$ cat src/rtl/inst_fetch_fifo_if.sv
// Interface for the instruction prefetch queue: fetch request/response side,
// ID-stage pop side and pipeline-control signals.
interface inst_fetch_fifo_if #(
  parameter int DEPTH  = 8,
  parameter int INST_W = 32
);
  localparam int CNT_W = $clog2(DEPTH) + 1;

  // Handshakes: IF may assert req_issue only in a cycle where req_ready is high;
  // responses (resp_valid) carry no backpressure; an entry leaves the queue in
  // every cycle where pop_valid & ~id_stall; flush overrides everything else.
  logic              flush;
  logic              req_issue;
  logic              req_ready;
  logic              resp_valid;
  logic [31:0]       resp_pc;
  logic [INST_W-1:0] resp_inst;
  logic              id_stall;
  logic              pop_valid;
  logic [31:0]       pop_pc;
  logic [INST_W-1:0] pop_inst;
  logic              stallreq_for_fifo;
  logic [CNT_W-1:0]  count;

  modport master (
    output flush, req_issue, resp_valid, resp_pc, resp_inst, id_stall,
    input  req_ready, pop_valid, pop_pc, pop_inst, stallreq_for_fifo, count
  );

  modport slave (
    input  flush, req_issue, resp_valid, resp_pc, resp_inst, id_stall,
    output req_ready, pop_valid, pop_pc, pop_inst, stallreq_for_fifo, count
  );
endinterface

$ cat src/rtl/inst_fetch_fifo.sv
// Instruction prefetch queue between the I-SRAM response path and ID, with
// outstanding-request tracking and flush discard. Optional same-cycle bypass
// of an empty queue is enabled by defining INST_FIFO_BYPASS_EN.
module inst_fetch_fifo #(
  parameter int DEPTH           = 8,
  parameter int MAX_OUTSTANDING = 4,
  parameter int INST_W          = 32
) (
  input  logic              clk,
  input  logic              rst,
  inst_fetch_fifo_if.slave  bus
);
  localparam int AW = $clog2(DEPTH);
  localparam int PW = AW + 1;
  localparam int OW = $clog2(MAX_OUTSTANDING) + 1;
  localparam int SW = ((PW > OW) ? PW : OW) + 1;

  logic [PW-1:0]     rd_ptr;
  logic [PW-1:0]     wr_ptr;
  logic [OW-1:0]     outstanding;
  logic [OW-1:0]     outstanding_nxt;
  logic [OW-1:0]     discard;
  logic [OW-1:0]     discard_nxt;

  logic [31:0]       pc_mem   [DEPTH];
  logic [INST_W-1:0] inst_mem [DEPTH];

  logic [AW-1:0]     rd_idx;
  logic [AW-1:0]     wr_idx;
  logic [PW-1:0]     occupancy;
  logic [SW-1:0]     committed;
  logic              empty;
  logic              full;
  logic              discard_zero;
  logic              resp_drop;
  logic              push_acc;
  logic              bypass;
  logic              pop_valid_int;
  logic              pop_fire;
  logic              wr_en;
  logic              rd_en;

  assign rd_idx       = rd_ptr[AW-1:0];
  assign wr_idx       = wr_ptr[AW-1:0];
  assign empty        = (rd_ptr == wr_ptr);
  assign full         = (rd_idx == wr_idx) && (rd_ptr[AW] != wr_ptr[AW]);
  assign occupancy    = wr_ptr - rd_ptr;
  assign discard_zero = (discard == '0);
  assign resp_drop    = bus.resp_valid & ~discard_zero;

  // A full queue can still take a response when the head leaves the same cycle.
  assign push_acc = ~rst & ~bus.flush & bus.resp_valid & discard_zero
                  & (~full | ~bus.id_stall);

`ifdef INST_FIFO_BYPASS_EN
  assign bypass = empty & push_acc;
`else
  assign bypass = 1'b0;
`endif

  assign pop_valid_int = ~rst & ~bus.flush & (~empty | bypass);
  assign pop_fire      = pop_valid_int & ~bus.id_stall;
  // A bypassed response consumed by ID never touches storage.
  assign wr_en         = push_acc & ~(bypass & ~bus.id_stall);
  assign rd_en         = pop_fire & ~bypass;

  // Outstanding requests also reserve slots, so a response always finds room.
  assign committed     = SW'(outstanding) + SW'(occupancy);

  assign bus.req_ready = ~rst
                       & (committed < SW'(DEPTH))
                       & (outstanding < OW'(MAX_OUTSTANDING));
  assign bus.pop_valid = pop_valid_int;
  assign bus.pop_pc    = bypass ? bus.resp_pc   : pc_mem[rd_idx];
  assign bus.pop_inst  = bypass ? bus.resp_inst : inst_mem[rd_idx];
  assign bus.stallreq_for_fifo = ~rst & ~bus.flush & empty & ~bypass;
  assign bus.count     = occupancy;

  always_comb begin
    outstanding_nxt = outstanding;
    if (bus.req_issue && !bus.resp_valid) begin
      if (outstanding != OW'(MAX_OUTSTANDING)) begin
        outstanding_nxt = outstanding + OW'(1);
      end
    end else if (!bus.req_issue && bus.resp_valid && outstanding != '0) begin
      outstanding_nxt = outstanding - OW'(1);
    end
  end

  // Every request still in flight at a flush returns stale data; drop that many.
  always_comb begin
    discard_nxt = discard;
    if (bus.flush) begin
      discard_nxt = outstanding_nxt;
    end else if (resp_drop) begin
      discard_nxt = discard - OW'(1);
    end
  end

  always_ff @(posedge clk) begin
    if (rst) begin
      rd_ptr      <= '0;
      wr_ptr      <= '0;
      outstanding <= '0;
      discard     <= '0;
    end else begin
      outstanding <= outstanding_nxt;
      discard     <= discard_nxt;
      if (bus.flush) begin
        rd_ptr <= '0;
        wr_ptr <= '0;
      end else begin
        if (wr_en) wr_ptr <= wr_ptr + PW'(1);
        if (rd_en) rd_ptr <= rd_ptr + PW'(1);
      end
    end
  end

  always_ff @(posedge clk) begin
    if (wr_en) begin
      pc_mem[wr_idx]   <= bus.resp_pc;
      inst_mem[wr_idx] <= bus.resp_inst;
    end
  end
endmodule

$ cat src/flat_wrapper.sv
// flat-port wrapper written by rule: the top's interface ports become plain ports
module inst_fetch_fifo_flat 
#(
  parameter int DEPTH           = 8,
  parameter int MAX_OUTSTANDING = 4,
  parameter int INST_W          = 32
)
  (clk, rst, bus_flush, bus_req_issue, bus_resp_valid, bus_resp_pc, bus_resp_inst, bus_id_stall, bus_req_ready, bus_pop_valid, bus_pop_pc, bus_pop_inst, bus_stallreq_for_fifo, bus_count);
  inst_fetch_fifo_if #(.DEPTH(DEPTH), .INST_W(INST_W)) bus_i ();
  input  logic clk;
  input  logic rst;
  input wire logic [$bits(bus_i.flush)-1:0] bus_flush;
  input wire logic [$bits(bus_i.req_issue)-1:0] bus_req_issue;
  input wire logic [$bits(bus_i.resp_valid)-1:0] bus_resp_valid;
  input wire logic [$bits(bus_i.resp_pc)-1:0] bus_resp_pc;
  input wire logic [$bits(bus_i.resp_inst)-1:0] bus_resp_inst;
  input wire logic [$bits(bus_i.id_stall)-1:0] bus_id_stall;
  output wire logic [$bits(bus_i.req_ready)-1:0] bus_req_ready;
  output wire logic [$bits(bus_i.pop_valid)-1:0] bus_pop_valid;
  output wire logic [$bits(bus_i.pop_pc)-1:0] bus_pop_pc;
  output wire logic [$bits(bus_i.pop_inst)-1:0] bus_pop_inst;
  output wire logic [$bits(bus_i.stallreq_for_fifo)-1:0] bus_stallreq_for_fifo;
  output wire logic [$bits(bus_i.count)-1:0] bus_count;
  assign bus_i.flush = bus_flush;
  assign bus_i.req_issue = bus_req_issue;
  assign bus_i.resp_valid = bus_resp_valid;
  assign bus_i.resp_pc = bus_resp_pc;
  assign bus_i.resp_inst = bus_resp_inst;
  assign bus_i.id_stall = bus_id_stall;
  assign bus_req_ready = bus_i.req_ready;
  assign bus_pop_valid = bus_i.pop_valid;
  assign bus_pop_pc = bus_i.pop_pc;
  assign bus_pop_inst = bus_i.pop_inst;
  assign bus_stallreq_for_fifo = bus_i.stallreq_for_fifo;
  assign bus_count = bus_i.count;
  inst_fetch_fifo #(.DEPTH(DEPTH), .MAX_OUTSTANDING(MAX_OUTSTANDING), .INST_W(INST_W)) u_core (.clk(clk), .rst(rst), .bus(bus_i));
endmodule
$ cat config.mk
export PLATFORM = sky130hd
export DESIGN_NAME = inst_fetch_fifo_flat
export DESIGN_NICKNAME = d
export VERILOG_FILES = /design/src/rtl/inst_fetch_fifo_if.sv /design/src/rtl/inst_fetch_fifo.sv /design/src/flat_wrapper.sv
export SDC_FILE = /design/constraint.sdc
export NUM_CORES = 1
export LEC_CHECK = 0
export ABC_AREA = 1
export CAP_MARGIN = 10
export CORE_UTILIZATION = 50
export CTS_CLUSTER_SIZE = 25
export DETAILED_ROUTE_END_ITERATION = 8
export PLACE_DENSITY = 0.69
export SYNTH_ARGS = -nofsm -noshare
export SYNTH_HDL_FRONTEND = slang
export SYNTH_SLANG_ARGS = --single-unit
$ cat constraint.sdc
create_clock -name clk -period 9.7 [get_ports clk]
set_input_delay 1.94 -clock clk [delete_from_list [all_inputs] [get_ports clk]]
set_output_delay 1.94 -clock clk [all_outputs]
set_load 0.02 [all_outputs]
# Word level (Yosys, flattened, before mapping)

Memory sizes are Yosys's and may differ from the RTL's. A register that Yosys moved wholly into a read port is not among the register bits.
Index checks and enable logic that the tools add are counted.

$lt $le $gt $ge: 2
Reductions and logical operators: 10
Add/subtract/negate cells: 7
Equal/unequal tests: 4
Bitwise logic cells: 17
Mux-type cells: 11

Operator list:

| kind                | number |
|---|---|
| $mux 3              | 9 |
| $and 1x1->1         | 10 |
| $add 4x1->4 const B | 2 |
| $not 1->1           | 6 |
| $sub 3x1->3 const B | 2 |
| $add 3x4->5         | 1 |
| $lt 5x4->1 const B  | 1 |
| $eq 4x4->1          | 1 |
| $logic_and 1x1->1   | 4 |
| $sub 4x4->4         | 1 |
| $add 3x1->3 const B | 1 |
| $eq 3x3->1          | 1 |
| $logic_not 3->1     | 1 |
| $lt 3x3->1 const B  | 1 |
| $ne 3x3->1 const B  | 1 |
| $reduce_bool 3->1   | 1 |
| $logic_not 1->1     | 2 |
| $mux 1              | 2 |
| $reduce_bool 2->1   | 1 |
| $reduce_or 2->1     | 1 |
| $ne 1x1->1          | 1 |
| $or 1x1->1          | 1 |

Memories: 2
Bits in writable memories: 512
Input bits: 70
Register bits: 14

Memory list:

| memory          | words | bits a word | rd ports | clocked after Yosys merged registers in | write ports | line                  | RTL |
|---|---|---|---|---|---|---|---|
| u_core.inst_mem | 8     | 32          | 1        | 1                                       | 1           | inst_fetch_fifo.sv:26 | `logic [INST_W-1:0] inst_mem [DEPTH];` |
| u_core.pc_mem   | 8     | 32          | 1        | 1                                       | 1           | inst_fetch_fifo.sv:25 | `logic [31:0] pc_mem [DEPTH];` |

# Depth between registers and ports, before layout

Depth in word-level cells: 7
Gate-level depth with buffers: 10
Depth with buffers taken out: 10

# Worst setup path before layout

OpenSTA, ideal clock, no wires.

Path kind: input -> register
Start point: input bus_flush
End point: memory u_core.inst_mem[5][0], enable pin
Library setup time: 0.565 ns
Path buffers: 0
Data required time: 9.135 ns
Setup slack: 2.204 ns
Stages: 5
Arrival: 6.931 ns
Cell sequence: nor2_2 -> nand2_1 -> nor2_1 -> nand2_2 -> nor3_1

Longest elaborated chain between the ends: 7

RTL lines:

| item                         | line                   | RTL |
|---|---|---|
| from (decl)                  | flat_wrapper.sv:12     | `input wire logic [$bits(bus_i.flush)-1:0] bus_flush;` |
| $not 1->1                    | inst_fetch_fifo.sv:52  | `assign push_acc = ~rst & ~bus.flush & bus.resp_valid & discard_zero` |
| $and 1x1->1 (3 in series)    | inst_fetch_fifo.sv:52  |  |
| $and 1x1->1                  | inst_fetch_fifo.sv:53  | `& (~full \| ~bus.id_stall);` |
| $mux 1                       | inst_fetch_fifo.sv:120 | `if (wr_en) begin` |
| $mux 1 (not written as such) | inst_fetch_fifo.sv:122 | `inst_mem[wr_idx] <= bus.resp_inst;` |
| to (decl)                    | inst_fetch_fifo.sv:26  |  |

No other way between the ends.

==> qor.txt <==
Run status - finished clean
Number of sinks on the clock net - 529
Critical Path Fanout Max - 108
Accumulated negative setup slack - 0 ns
Final standard cell count with taps included and fillers excluded - 2444
Clock-pin slew on the worst setup and hold paths - 0.06 ns
Internal portion of total power - 3660 uW
Switching share of power - 19.8%
Dominant synthesized flop cell - sky130_fd_sc_hd__edfxtp_1
IO Pins - 141
Die H - 208 um
Switching component of the power - 903 uW
Post-synthesis cell type count - 24
Slew of the pin with the lowest slew margin - 1.16 ns
DRC violation count after routing - 0
Kind of path behind the tightest hold check - register to register
Warnings, synthesis - 0
Total clock buffers created by CTS - 53
Level count of the clock H-tree - 2
CP Class - register to primary output
Gate power share - 3.2%
Number of antenna violations at the first check in global routing - 4
Unrepaired setup endpoints after global routing - false
Horizontal extent of the die - 208 um
Final net count - 1956
TritonCTS clock tree - yes
Count of max-cap constraint violations - 0
Port buffer count - 140
Number of instances in the synthesized netlist - 1757
Final hold vios - 0
Cell depth of the worst hold path - 2
Post-synth design cell area - 21100 sq um
Post-synthesis sequential element count - 529
Vias in the first global route - 12900
# hold bufs at CTS - 0
Kind of launch point of the worst setup path - register
Smallest setup slack after layout - 3.23 ns
DRT Pass-1 Iters - 5
Number of enable-type register cells in the synthesized netlist - 512
Total global-route track usage - 21.1%
Synthesized area divided by synthesized cell count - 12.0 sq um
Starting Density - 51.2%
Worst Reg-to-Reg Cells - 8
Finish-stage setup viols - 0
Highest clock rate - 155 MHz
Total power per unit cell area - 186 nW/um^2
First-pass GRT wire length - 70.8 mm
Crit path arrival time - 4.53 ns
Tcrit/Tclk final - 66.7%
Clock insertion delay at the later pin of the skew report - 0.59 ns
Clock Skews - 0.0225 ns
Sequential cell area fraction in the yosys report - 74.4%
Average vias per placed instance - 5.44
Layout overhead on the synthesized area - 16.1%
Number of cells after detailed placement - 2350
Worst slack at placement - 3.85 ns
Total overflow reported by the global router - 0
Count of routing violations after the opening detailed-route iteration - 1186
Async S/R FF share, synth - 0%
Element type at the critical path end - primary output
DIE AREA - 43100 sq um
Leak - 0.00848 uW
WL final - 45.5 mm
Peak supply drop - 0.115 mV
Clock buffer depth - 3
Part of the total power dissipated in sequential elements - 55.2%
Root buf cell - sky130_fd_sc_hd__clkbuf_16
Post-Synthesis Net Count - 1840
Required time worst endpoint - 7.76 ns
Wire per inst - 18.6 um
Share of power burned in the clock network - 41.6%
Headroom to the max-slew limit - 22.2%
Minimum clock period after layout - 6.47 ns
Post-detail-place hpwl - 23.4 mm
Pin count of the biggest net entering global routing - 147
Row count - 74
Post-CTS Setup Repair Bufs - 0
Number of nets still failing antenna checks after routing - 0
Post-cts sizing count - 0
Share of post-route cells with drive strength above 1 - 5.18%
Final GP Congestion - 0.757
Core outline area - 41200 sq um
Vias - 13300
Number of max-slew violations in the final report - 0
-- per-stage QoR --
stage	cell area, sq um	hold slack, ns	total power (uW)	utilization (%)
after detailed placement	22900	0.496	2720	55.6
final	24500	0.504	4570	59.5
after global placement	22900	0.482	2710	55.6
after CTS	24500	0.504	4600	59.5
after global routing	24500	0.530	4700	59.5
after floorplan	21100	0.467	2630	-
-- metal layers --
| metal | vias up | track usage, % | routed length [um] |
|---|---|---|---|
| met5 | - | 0 | 39 |
| li1 | 6390 | - | - |
| met1 | 6421 | 28.4 | 19600 |
| met3 | 78 | 3.66 | 3030 |
| met4 | 6 | 6.90 | 1050 |
| met2 | 409 | 35.0 | 21800 |
-- final timing paths --
| check | from | end | slack (ns) |
|---|---|---|---|
| setup / recovery | register | bus_pop_inst[19] | 3.23 |
| hold / removal | u_core.wr_ptr[3]$_SDFFE_PP0P_ | u_core.wr_ptr[3]$_SDFFE_PP0P_ | 0.50 |
| setup reg to reg | u_core.wr_ptr[0]$_SDFFE_PP0P_ | u_core.inst_mem[5][6]$_DFFE_PP_ | 6.13 |
| hold reg to reg | u_core.wr_ptr[3]$_SDFFE_PP0P_ | u_core.wr_ptr[3]$_SDFFE_PP0P_ | 0.50 |
-- layout make-up --
class	instances	area, sq um
diodes	1	2.50
flip-flops and latches	529	15700
multi-input cells	1093	4830
well taps	532	666
fillers	3210	16700
inverters	37	144
repair buffers	159	1540
clock inverters	31	221
clock buffers	62	1380
-- cells in the mapped netlist (2+ instances only) --
cell type / count / area share [%]
sky130_fd_sc_hd__buf_8: 2 / 0.14
sky130_fd_sc_hd__buf_6: 8 / 0.43
sky130_fd_sc_hd__edfxtp_1: 512 / 73
sky130_fd_sc_hd__clkbuf_1: 53 / 0.94
sky130_fd_sc_hd__buf_2: 20 / 0.47
sky130_fd_sc_hd__ha_1: 12 / 0.71
sky130_fd_sc_hd__o21ai_1: 131 / 3.1
sky130_fd_sc_hd__inv_1: 35 / 0.62
sky130_fd_sc_hd__nand4_1: 4 / 0.12
sky130_fd_sc_hd__nand3_1: 15 / 0.36
sky130_fd_sc_hd__nor2_1: 408 / 7.3
sky130_fd_sc_hd__inv_2: 2 / 0.036
sky130_fd_sc_hd__buf_1: 14 / 0.25
sky130_fd_sc_hd__a21oi_1: 9 / 0.21
sky130_fd_sc_hd__nor3_1: 4 / 0.095
sky130_fd_sc_hd__nand2_1: 243 / 4.3
sky130_fd_sc_hd__dfxtp_1: 17 / 1.6
sky130_fd_sc_hd__o21ai_0: 260 / 6.2
sky130_fd_sc_hd__xor2_1: 3 / 0.12
-- placed cells by master, fill, tap and decap left out, types with 9 or more instances in the layout --
master / instances
sky130_fd_sc_hd__nand2_1: 243
sky130_fd_sc_hd__inv_1: 35
sky130_fd_sc_hd__clkinv_1: 20
sky130_fd_sc_hd__o21ai_0: 260
sky130_fd_sc_hd__o21ai_1: 131
sky130_fd_sc_hd__edfxtp_1: 512
sky130_fd_sc_hd__clkdlybuf4s50_1: 140
sky130_fd_sc_hd__a21oi_1: 9
sky130_fd_sc_hd__dfxtp_1: 14
sky130_fd_sc_hd__nor2_1: 403
sky130_fd_sc_hd__buf_4: 19
sky130_fd_sc_hd__clkbuf_16: 54
sky130_fd_sc_hd__nand3_1: 15
sky130_fd_sc_hd__ha_1: 12
-- power groups by stage --
stage | Clock [uW] | Sequential (uW) | Combinational (uW)
after CTS | 1930 | 2520 | 148
after global routing | 2010 | 2520 | 163
after global placement | 0 | 2570 | 143
final | 1900 | 2520 | 147
after floorplan | 0 | 2570 | 59.9
after detailed placement | 0 | 2570 | 147
-- state kept, by name, indices dropped and copies added, names as in the netlist, named ones only --
signal	cells
u_core.inst_mem	256
u_core.outstanding	3
u_core.rd_ptr	4
u_core.pc_mem	256
u_core.discard	3
u_core.wr_ptr	4
-- logic make-up after synthesis --
group / count (synthesis) / synth area share (%)
simple gates: 676 / 12.2
flops: 529 / 74.4
buf+inv: 135 / 2.93
compound gates: 401 / 9.52
xor+xnor: 3 / 0.124
fa+ha+maj: 13 / 0.806
-- worst max-delay path: stages, from the launching register on --
cell and delay [ns]:
sky130_fd_sc_hd__dfxtp_4 0.70, sky130_fd_sc_hd__buf_4 0.93, sky130_fd_sc_hd__buf_4 0.89, sky130_fd_sc_hd__o21ai_0 0.22, sky130_fd_sc_hd__o21ai_0 0.31, sky130_fd_sc_hd__nand2_1 0.10, sky130_fd_sc_hd__nand2_1 0.09, sky130_fd_sc_hd__clkdlybuf4s50_1 0.59
Note: power is estimated with default switching activity, not from simulation.
